===== src/rtl/controle_pipeline.sv =====
// Pipelined control unit: ID decode, ID/EX -> EX/MEM -> MEM/WB control bundle, hazard detection,
// forwarding selects and saturating hazard counters. Forwarding is enabled by CONTROLE_FORWARD_EN.
module controle_pipeline #(
  parameter int RA_W  = 5,
  parameter int CNT_W = 16
) (
  input  logic            clk,
  input  logic            reset,
  input  logic            id_valid,
  input  logic [6:0]      opcode,
  input  logic [2:0]      funct3,
  input  logic [6:0]      funct7,
  input  logic [RA_W-1:0] id_rd,
  input  logic [RA_W-1:0] id_rs1,
  input  logic [RA_W-1:0] id_rs2,
  input  logic            branch_taken,
  output logic [1:0]      ex_ALUop,
  output logic            ex_ALUSrc,
  output logic            ex_branch,
  output logic [6:0]      ex_funct7,
  output logic [2:0]      ex_funct3,
  output logic            mem_sinal_leitura,
  output logic            mem_sinal_escrita,
  output logic            wb_reg_escrita,
  output logic            wb_MemToReg,
  output logic [RA_W-1:0] wb_rd,
  output logic            stall_if_id,
  output logic            flush_if_id,
  output logic [1:0]      forward_a,
  output logic [1:0]      forward_b,
  output logic [CNT_W-1:0] cnt_bolhas,
  output logic [CNT_W-1:0] cnt_flush
);

  localparam logic [6:0] OP_LH  = 7'b0000011;
  localparam logic [6:0] OP_SH  = 7'b0100011;
  localparam logic [6:0] OP_R   = 7'b0110011;
  localparam logic [6:0] OP_I   = 7'b0010011;
  localparam logic [6:0] OP_BNE = 7'b1100011;

  typedef struct packed {
    logic [1:0] alu_op;
    logic       alu_src;
    logic       branch;
    logic       mem_read;
    logic       mem_write;
    logic       reg_write;
    logic       mem_to_reg;
  } ctrl_t;

  ctrl_t id_ctrl, idex_ctrl, exmem_ctrl, memwb_ctrl;
  logic  id_known, uses_rs1, uses_rs2;
  logic  hazard;
  logic [RA_W-1:0] idex_rd, idex_rs1, idex_rs2, exmem_rd, memwb_rd;
  logic [2:0] idex_funct3;
  logic [6:0] idex_funct7;
  logic [CNT_W-1:0] bolhas_q, flush_q;

  always_comb begin
    id_ctrl  = '0;
    id_known = 1'b0;
    uses_rs1 = 1'b0;
    uses_rs2 = 1'b0;
    if (id_valid) begin
      case (opcode)
        OP_LH: begin
          id_known = 1'b1; uses_rs1 = 1'b1;
          id_ctrl.mem_read = 1'b1; id_ctrl.reg_write = 1'b1;
          id_ctrl.alu_src = 1'b1;  id_ctrl.mem_to_reg = 1'b1;
        end
        OP_SH: begin
          id_known = 1'b1; uses_rs1 = 1'b1; uses_rs2 = 1'b1;
          id_ctrl.mem_write = 1'b1; id_ctrl.alu_src = 1'b1;
        end
        OP_R: begin
          id_known = 1'b1; uses_rs1 = 1'b1; uses_rs2 = 1'b1;
          id_ctrl.alu_op = 2'b10; id_ctrl.reg_write = 1'b1;
        end
        OP_I: begin
          id_known = 1'b1; uses_rs1 = 1'b1;
          id_ctrl.reg_write = 1'b1; id_ctrl.alu_src = 1'b1;
          if (funct3 == 3'b111)      id_ctrl.alu_op = 2'b11;
          else if (funct3 == 3'b001) id_ctrl.alu_op = 2'b10;
          else                       id_ctrl.alu_op = 2'b00;
        end
        OP_BNE: begin
          id_known = 1'b1; uses_rs1 = 1'b1; uses_rs2 = 1'b1;
          id_ctrl.alu_op = 2'b01; id_ctrl.branch = 1'b1;
        end
        default: ;
      endcase
    end
  end

  function automatic logic depends(input logic [RA_W-1:0] rd, input logic u1, input logic u2,
                                   input logic [RA_W-1:0] rs1, input logic [RA_W-1:0] rs2);
    return (rd != '0) && ((u1 && (rd == rs1)) || (u2 && (rd == rs2)));
  endfunction

`ifdef CONTROLE_FORWARD_EN
  // Only a load in EX cannot be forwarded in time; everything else is bypassed.
  always_comb begin
    hazard = idex_ctrl.mem_read && depends(idex_rd, uses_rs1, uses_rs2, id_rs1, id_rs2);
    forward_a = 2'b00;
    forward_b = 2'b00;
    if (exmem_ctrl.reg_write && exmem_rd != '0 && exmem_rd == idex_rs1)      forward_a = 2'b10;
    else if (memwb_ctrl.reg_write && memwb_rd != '0 && memwb_rd == idex_rs1) forward_a = 2'b01;
    if (exmem_ctrl.reg_write && exmem_rd != '0 && exmem_rd == idex_rs2)      forward_b = 2'b10;
    else if (memwb_ctrl.reg_write && memwb_rd != '0 && memwb_rd == idex_rs2) forward_b = 2'b01;
  end
`else
  // MEM/WB is not checked: the register file writes before it is read in the same cycle.
  always_comb begin
    hazard = (idex_ctrl.reg_write && depends(idex_rd, uses_rs1, uses_rs2, id_rs1, id_rs2)) ||
             (exmem_ctrl.reg_write && depends(exmem_rd, uses_rs1, uses_rs2, id_rs1, id_rs2));
  end
  assign forward_a = 2'b00;
  assign forward_b = 2'b00;
`endif

  assign flush_if_id = branch_taken;
  assign stall_if_id = hazard && !branch_taken;

  // Source fields are stored only when used, so unused fields never trigger a forward.
  always_ff @(posedge clk) begin
    if (reset) begin
      idex_ctrl <= '0; idex_rd <= '0; idex_rs1 <= '0; idex_rs2 <= '0;
      idex_funct3 <= '0; idex_funct7 <= '0;
      exmem_ctrl <= '0; exmem_rd <= '0;
      memwb_ctrl <= '0; memwb_rd <= '0;
      bolhas_q <= '0; flush_q <= '0;
    end else begin
      exmem_ctrl <= idex_ctrl;
      exmem_rd   <= idex_rd;
      memwb_ctrl <= exmem_ctrl;
      memwb_rd   <= exmem_rd;
      if (flush_if_id || stall_if_id || !id_known) begin
        idex_ctrl <= '0; idex_rd <= '0; idex_rs1 <= '0; idex_rs2 <= '0;
        idex_funct3 <= '0; idex_funct7 <= '0;
      end else begin
        idex_ctrl   <= id_ctrl;
        idex_rd     <= id_rd;
        idex_rs1    <= uses_rs1 ? id_rs1 : '0;
        idex_rs2    <= uses_rs2 ? id_rs2 : '0;
        idex_funct3 <= funct3;
        idex_funct7 <= funct7;
      end
      if (stall_if_id && bolhas_q != '1) bolhas_q <= bolhas_q + CNT_W'(1);
      if (flush_if_id && flush_q != '1)  flush_q  <= flush_q + CNT_W'(1);
    end
  end

  assign ex_ALUop          = idex_ctrl.alu_op;
  assign ex_ALUSrc         = idex_ctrl.alu_src;
  assign ex_branch         = idex_ctrl.branch;
  assign ex_funct3         = idex_funct3;
  assign ex_funct7         = idex_funct7;
  assign mem_sinal_leitura = exmem_ctrl.mem_read;
  assign mem_sinal_escrita = exmem_ctrl.mem_write;
  assign wb_reg_escrita    = memwb_ctrl.reg_write;
  assign wb_MemToReg       = memwb_ctrl.mem_to_reg;
  assign wb_rd             = memwb_rd;
  assign cnt_bolhas        = bolhas_q;
  assign cnt_flush         = flush_q;

endmodule


===== config.mk =====
export PLATFORM = sky130hd
export DESIGN_NAME = controle_pipeline
export DESIGN_NICKNAME = d
export VERILOG_FILES = /design/src/rtl/controle_pipeline.sv
export SDC_FILE = /design/constraint.sdc
export NUM_CORES = 1
export LEC_CHECK = 0
export ABC_AREA = 0
export BUFFER_PORTS_ARGS = -buffer_cell sky130_fd_sc_hd__buf_2
export CORE_ASPECT_RATIO = 0.7
export CORE_UTILIZATION = 34
export CTS_BUF_LIST = sky130_fd_sc_hd__clkbuf_4 sky130_fd_sc_hd__clkbuf_8
export DETAILED_ROUTE_END_ITERATION = 16
export GPL_TIMING_DRIVEN = 0
export SYNTH_ARGS = -nofsm -noshare
export SYNTH_HDL_FRONTEND = slang
export SYNTH_SLANG_ARGS = --single-unit

===== constraint.sdc =====
create_clock -name clk -period 3.26 [get_ports clk]
set_clock_uncertainty 0.15 [all_clocks]
set_input_delay 0.652 -clock clk [delete_from_list [all_inputs] [get_ports clk]]
set_output_delay 0.652 -clock clk [all_outputs]
set_load 0.05 [all_outputs]

; Word level (Yosys, flattened, before mapping)
; Cells that the tools add are included.
[word_totals]
regBits = 69
input_bits = 36
word_cells = 72
[op_classes]
add_sub_neg = 2
n_eq_ne = 13
mux = 12
n_bitwise = 1
n_reduce_logical = 26
[ops]
columns = operator, n
row1 = $add 16x1->16 const B, 2
row2 = $ne 16x16->1 const B, 2
row3 = $eq 5x5->1, 4
row4 = $eq 7x6->1 const B, 2
row5 = $reduce_or 3->1, 4
row6 = $logic_and 1x1->1, 11
row7 = $reduce_bool 5->1, 2
row8 = $mux 1, 9
row9 = $eq 7x2->1 const B, 1
row10 = $eq 7x5->1 const B, 1
row11 = $eq 7x7->1 const B, 1
row12 = $pmux 2 s3, 1
row13 = $logic_or 1x1->1, 5
row14 = $reduce_or 5->1, 1
row15 = $mux 2, 2
row16 = $eq 3x1->1 const B, 1
row17 = $eq 3x3->1 const B, 1
row18 = $logic_not 1->1, 2
row19 = $reduce_or 2->1, 1
row20 = $not 1->1, 1

; Logic depth before layout (Yosys ltp)
; Gate-level depths: netlist (run 1).
[logic_depth]
word_depth = 13
mapped_depth = 7

; Least setup slack after synthesis (run 1)
; No wires, ideal clock.
[synth_timing]
path_type = input to output
startpoint = in opcode[2]
endpoint = out stall_if_id
arrival_ns = 2.043
required_ns = 2.458
path_slack_ns = 0.415
path_stages = 6
cell_sequence = and4bb_2 -> o211ai_1 -> nor4_1 -> o221a_2 -> o21bai_2 -> inv_1
[synth_between]
elab_chain_len = 10
elab_cells_between_ends = 23
[synth_lines]
columns = element, line_no
row1 = "start, declared", 10  ; input logic [6:0] opcode,
row2 = $eq 7x7->1 (tied with other cells), 65  ; case (opcode)
row3 = $reduce_or 5->1 (no source line) or $reduce_or 3->1 (tied branches), --
row4 = $mux 1, 65
row5 = $mux 1, 64  ; if (id_valid) begin
row6 = $logic_and 1x1->1, 97  ; return (rd != '0) && ((u1 && (rd == rs1)) || (u2 && (rd == rs2)));
row7 = $logic_or 1x1->1, 97
row8 = $logic_and 1x1->1, 97
row9 = $logic_and 1x1->1 (on tied branches), "114, 115"
row10 = $logic_or 1x1->1 (*), 114  ; hazard = (idex_ctrl.reg_write && depends(idex_rd, uses_rs1, uses_rs2, id_rs1, id_rs2)) ||
row11 = $logic_and 1x1->1 (*), 122  ; assign stall_if_id = hazard && !branch_taken;
row12 = "end, declared", 27  ; output logic stall_if_id,
; Every way passes the cells marked *; elsewhere a longest branch is shown, timed or not.

; Worst setup path after layout (run 1)
; Same ends and word-level chain as after synthesis.

==> impl_metrics.csv, run 1 <==
group,metric,value,unit
logic_synthesis,synthTopCellsByCount,"dfxtp_1 (69), nor2_1 (27), xnor2_1 (20)",
floorplanning,core_area,8006,um2
logic_synthesis,yosys-top-cells-area,"dfxtp_1 (48%), xnor2_1 (6.1%), xor2_1 (5.8%)",
floorplanning,placementRows,27,
status,status,"finished, violations left",
cts,clkLatencyLatePin,350,ps
timing,whs,293.1,ps
logic_synthesis,syn_inst,304,
routing,drt-initial-drc-count,87,
status,violations,"DRC",
placement,placed_cells,500,
worst_setup_path,crit_path_start_kind,"input pin",
cts,cts_root_buf,"clkbuf_8",
floorplanning,die_area,8823,um2
layout,drive_gt1_share,29.81,%
flow_run,max_cap_viol_count,0,
worst_setup_path,path_class,"input pin to output pin",
logic_synthesis,synth_top_area_cell,"dfxtp_1",
timing,fin_ws,152.9,ps
grt,grt_pass1_vias,2277,
logic_synthesis,yosysMostFrequentCell,"dfxtp_1",
placement,dpl.hpwl,5.003,mm
cts,cts_buffers,9,
logic_synthesis,synth-seq-area-share,48.10,%
timing,hold_viol_final,0,
timing,slew_headroom,60.56,%
logic_synthesis,synth_edf_count,0,
logic_synthesis,synth_seq_cells,69,
logic_synthesis,synth_area,2872,um2
cts,clock_path_buffers,2,
routing,vias_per_cell,4.689,
grt,grt_antenna_before_repair,0,
placement,gp_congestion,0.8272,
timing,setup_viol,0,
placement,portBuffers,92,
timing,fin_crit,3107,ps
hold_path,min_path_type,"flip-flop to flip-flop",
layout,stdcell_count,517,
cts,cts_resized,0,
worst_setup_path,end_kind,"output pin",
pwr,leakage,1.646,nW
pwr,powerDensity,459.1,nW/um2
pwr,ir_worst_vdd,0.0001920,V
grt,use_met1,19.77,%
layout,utilization,46.12,%
grt,overflow,0,
floorplanning,io_pins,97,
routing,ant_nets,0,
cts,cts_tree,"done",
cts,clock_sinks,69,
cts,clk_pin_slew_worst_paths,60,ps
logic_synthesis,syn_area_per_cell,9.446,um2
timing,fmax,321.8,MHz
grt,use_met2,24.97,%
routing,routed_wl,6.674,mm
routing,num_vias,2424,
pwr,switchingPower,0.0003864,W
timing,tns,0,ps
timing,slew_violations,0,
logic_synthesis,ys_types,44,
floorplanning,die_h,78.89,um
floorplanning,fp.dieW,111.8,um
logic_synthesis,synthFlopType,"dfxtp_1",
logic_synthesis,yosysWarnings,0,
routing,drcViolationCount,5,
pwr,power_frac_comb,6.1,%
floorplanning,start_util,35.86,%
logic_synthesis,synth-async-reset-ratio,0,%
pwr,power_frac_seq,50.1,%
placement,pre_cts_slack,120.4,ps
grt,grt_max_degree,12,
grt,met3_usage,7.176,%
cts,ctsHtreeMaxLevel,3,
layout,nNetsFinal,449,
grt,grt_first_pass_wirelength,10.92,mm
pwr,swShare,22.79,%
timing,worstMarginPinSlew,589.4,ps
worst_setup_path,cp.required,2460,ps
logic_synthesis,netlist.area_leader.share,48.10,%
layout,antennaDiodeCount,0,
worst_setup_path,arrival,2310,ps
pwr,internal_power,0.001309,W
routing,firstDrtPassIters,10,
grt,track_usage,15.90,%
layout,area_growth,28.58,%
grt,top_usage_layer,"met2",
timing,finalCritPeriodShare,95.31,%
timing,rsz0062_at_grt,"false",
worst_setup_path,cp_max_fo,6,
pwr,clkPwrFrac,43.9,%
routing,post_drt_wl_per_cell,12.91,um
==> power by group through the flow <==
| stage | clock (W) | sequential, W | combinational (W) |
|---|---|---|---|
| after floorplan | 0 | 0.000879 | 0.0000512 |
| after global placement | 0 | 0.000868 | 0.000101 |
| after detailed placement | 0 | 0.000869 | 0.000103 |
| after CTS | 0.000762 | 0.000849 | 0.000104 |
| after global routing | 0.000804 | 0.000849 | 0.000112 |
| final | 0.000744 | 0.000849 | 0.000103 |
==> per-stage QoR <==
stage,cell area (um2),total power [W]
finish,3692,0.001695
global route,3692,0.001765
CTS,3685,0.001715
detailed placement,3470,0.0009718
global placement,3470,0.0009695
floorplan,2883,0.0009300
==> path summary, 6_finish.rpt <==
check               startpoint                 to  slack, ps  depth (start not counted)
setup / recovery     opcode[2]        stall_if_id        150                          8
setup reg to reg   exmem_rd[4]     cnt_bolhas[15]        760                          8
hold reg to reg   idex_ctrl[2]  mem_sinal_escrita        290                          1
hold / removal    idex_ctrl[2]  mem_sinal_escrita        290                          1
==> layout by cell type, fill, tap and decap left out, types with 6 or more instances in the layout <==
master / netlist / final
xnor2_1: 20 / 20
xor2_1: 19 / 19
inv_1: 6 / 6
dfxtp_1: 69 / 69
buf_2: 0 / 92
o21ai_0: 6 / 6
nand4_1: 6 / 6
or3_1: 9 / 9
nor2b_1: 17 / 17
buf_4: 7 / 8
a21oi_1: 10 / 10
nor2_1: 27 / 27
and3_1: 6 / 6
nand3_1: 13 / 13
and2_1: 18 / 18
clkbuf_1: 7 / 7
clkbuf_8: 0 / 12
nand2_1: 18 / 18
==> layer usage <==
layer  wire (um)  vias up
met3         396        8
li1            -     1260
met2        2893       49
met5           0        -
met4          55        0
met1        3328     1107
==> logic make-up after synthesis <==
family | synth area share (%)
other cells | 0.1306
compound gates | 8.279
xor+xnor | 11.90
simple gates | 25.97
fa+ha+maj | 0.8713
mux | 1.089
buf+inv | 3.660
flops | 48.10
==> state kept, by name, summed over array words and instances (netlist names), 3 cells and up <==
name,count
exmem_rd,5
cnt_flush,16
ex_funct7,7
cnt_bolhas,16
ex_funct3,3
wb_rd,5
idex_ctrl,3
idex_rd,5
==> worst max-delay path: stages <==
cell and delay, ps:
buf_2 90, and4bb_2 310, nand4_1 150, nor4_1 270, o221a_2 340, o21bai_2 140
inv_1 90, buf_2 270
==> final cells by class <==
class / count / area [um2]
Sequential cell: 69 / 1381
Clock buffer: 13 / 172.7
Fill cell: 796 / 4314
Clock inverter: 3 / 42.54
Buffer: 14 / 78.83
Multi-Input combinational cell: 217 / 1396
Inverter: 7 / 26.28
Timing Repair Buffer: 93 / 467.9
Tap cell: 101 / 126.4
==> timing repair <==
| item | in CTS | in global routing |
|---|---|---|
| setup endpoints to repair | 0 | 1 |
| hold buffers | 0 | 0 |
| buffers inserted | 0 | 1 |
| hold endpoints to repair | 0 | 0 |
Note: power is estimated with default switching activity, not from simulation.
==> run 2, diff against run 1 <==
- SETUP_SLACK_MARGIN: default -> 0.2
==> run 2 against run 1 <==
Net effect:
- the run still ends with DRC left
- via count grew 0.50%
- clock power is essentially flat
- final cell count grew 0.19%
- first-iteration DRC count shrank 5.7%
- die area is the same
- total power is essentially flat
- critical path type unchanged
- critical endpoint unchanged
- largest power group unchanged
- highest routed layer unchanged
==> impl_metrics.csv, run 2 (synthesized netlist as in run 1, its figures left out) <==
group,metric,value,unit
cts,clock_path_buffers,2,
hold_path,hp-start,"idex_ctrl[2]",
hold_path,holdPathStages,1,
layout,nNetsFinal,450,
worst_setup_path,crit_path_start_kind,"input pin",
timing,fin_crit,2930,ps
worst_setup_path,cp.required,2460,ps
flow_run,max_cap_viol_count,0,
routing,num_vias,2436,
grt,overflow,0,
routing,ant_nets,0,
worst_setup_path,r2r-end,"cnt_bolhas[15]",
hold_path,min_path_type,"flip-flop to flip-flop",
floorplanning,core_area,8006,um2
routing,post_drt_wl_per_cell,12.94,um
worst_setup_path,path_class,"input pin to output pin",
floorplanning,die_area,8823,um2
pwr,leakage,1.652,nW
cts,clkLatencyLatePin,350,ps
timing,worstMarginPinSlew,589.4,ps
cts,hold_buffers,0,
timing,slew_violations,0,
timing,slew_headroom,60.56,%
timing,tns,0,ps
timing,finalCritPeriodShare,89.89,%
routing,vias_per_cell,4.703,
placement,portBuffers,92,
pwr,clkPwrFrac,43.9,%
grt,grt_antenna_before_repair,0,
routing,firstDrtPassIters,10,
layout,stdcell_count,518,
worst_setup_path,r2r_start,"idex_rd[1]",
pwr,power_frac_comb,6.1,%
floorplanning,io_pins,97,
placement,placement.cell_area,3470,um2
cts,ctsHtreeMaxLevel,3,
layout,final_cell_mix,"buf_2 (91), dfxtp_1 (69), nor2_1 (27)",
cts,cts_tree,"done",
pwr,switchingPower,0.0003868,W
floorplanning,start_util,35.86,%
worst_setup_path,rrSetupSlack,710,ps
floorplanning,placementRows,27,
cts,clk_pin_slew_worst_paths,60,ps
pwr,powerDensity,455.8,nW/um2
timing,fin_ws,329.7,ps
routing,drt-initial-drc-count,82,
worst_setup_path,worst-r2r-cell-count,6,
timing,hold_viol_final,0,
timing,rsz0062_at_grt,"false",
grt,grt_max_degree,12,
floorplanning,die_h,78.89,um
worst_setup_path,cp_max_fo,6,
placement,pre_cts_slack,120.4,ps
cts,cts_buffers,9,
layout,final_common_cell,"buf_2",
layout,area_growth,29.59,%
status,status,"finished, violations left",
pwr,power_frac_seq,50.1,%
timing,fmax,341.3,MHz
layout,final_area,3721,um2
pwr,internal_power,0.001309,W
grt,grt_first_pass_wirelength,10.93,mm
timing,setup_viol,0,
timing,whs,293.1,ps
grt,track_usage,15.92,%
routing,routed_wl,6.702,mm
status,violations,"DRC",
placement,placed_cells,500,
worst_setup_path,end_kind,"output pin",
hold_path,whs_endpoint,"mem_sinal_escrita",
placement,gp_congestion,0.8272,
pwr,ir_worst_vdd,0.0001917,V
layout,drive_gt1_share,30.46,%
pwr,swShare,22.81,%
layout,antennaDiodeCount,0,
placement,dpl.hpwl,5.003,mm
worst_setup_path,arrival,2130,ps
grt,grt_pass1_vias,2284,
cts,cts_root_buf,"clkbuf_8",
cts,clock_sinks,69,
routing,drcViolationCount,5,
floorplanning,fp.dieW,111.8,um
## run 2: cell types whose count changed in the layout (fill, tap and decap cells not counted)
cell	before	now
o21bai_2	1	0
o21bai_4	0	1
o32ai_1	1	0
buf_6	0	1
inv_2	1	2
o32ai_2	0	1
buf_2	92	91
inv_1	6	5
buf_4	8	9
## run 2: power by group through the flow
stage / Clock (W) / Combinational [W] / Sequential [W]
after global placement: 0 / 0.000101 / 0.000868
after global routing: 0.000804 / 0.000113 / 0.000849
final: 0.000744 / 0.000103 / 0.000849
after CTS: 0.000762 / 0.000104 / 0.000849
after floorplan: 0 / 0.0000512 / 0.000879
after detailed placement: 0 / 0.000103 / 0.000869
## run 2: cell type report
cell class,instances,area (um2)
sequential,69,1381
clock buffer,13,172.7
clock inverter,3,42.54
fill,793,4285
tap,101,126.4
timing repair buffer,94,481.7
buffer,14,78.83
inverter,7,26.28
multi-input combinational,217,1411
## run 2: through the flow
stage	util, %	power (W)
after CTS	46.15	0.001715
final	46.48	0.001696
after floorplan	-	0.0009300
after global placement	43.33	0.0009695
after detailed placement	43.33	0.0009718
after global routing	46.48	0.001766
## run 2: critical path: stages
cell	delay [ps]
buf_2	90
and4bb_2	310
nand4_1	160
nor4_1	270
o221a_2	300
o21bai_4	110
inv_2	70
buf_6	150
## run 2: how the worst max path moves through the flow
stage | cells after the start | from | slack (ps) | endpoint
3_3_place_gp | 8 | opcode[2] | 130 | stall_if_id
4_1_cts | 8 | opcode[4] | 200 | stall_if_id
6_report | 8 | opcode[2] | 330 | stall_if_id
5_1_grt | 8 | opcode[2] | 230 | stall_if_id
3_5_place_dp | 8 | opcode[2] | 120 | stall_if_id
2_1_floorplan | 6 | opcode[2] | 420 | stall_if_id
## run 2: repair_timing
item	4_1_cts	5_1_grt
pin swaps	1	2
buffers inserted	1	1
resized for setup	1	4
hold endpoints to repair	0	0
endpoints found under the setup margin	1	1
## run 2: layer usage
| layer | wire (um) | GRT usage [%] |
|---|---|---|
| met1 | 3312 | 19.77 |
| met2 | 2931 | 25.03 |
| met3 | 416 | 7.176 |
| met4 | 43 | 4.054 |
| met5 | 0 | 0 |
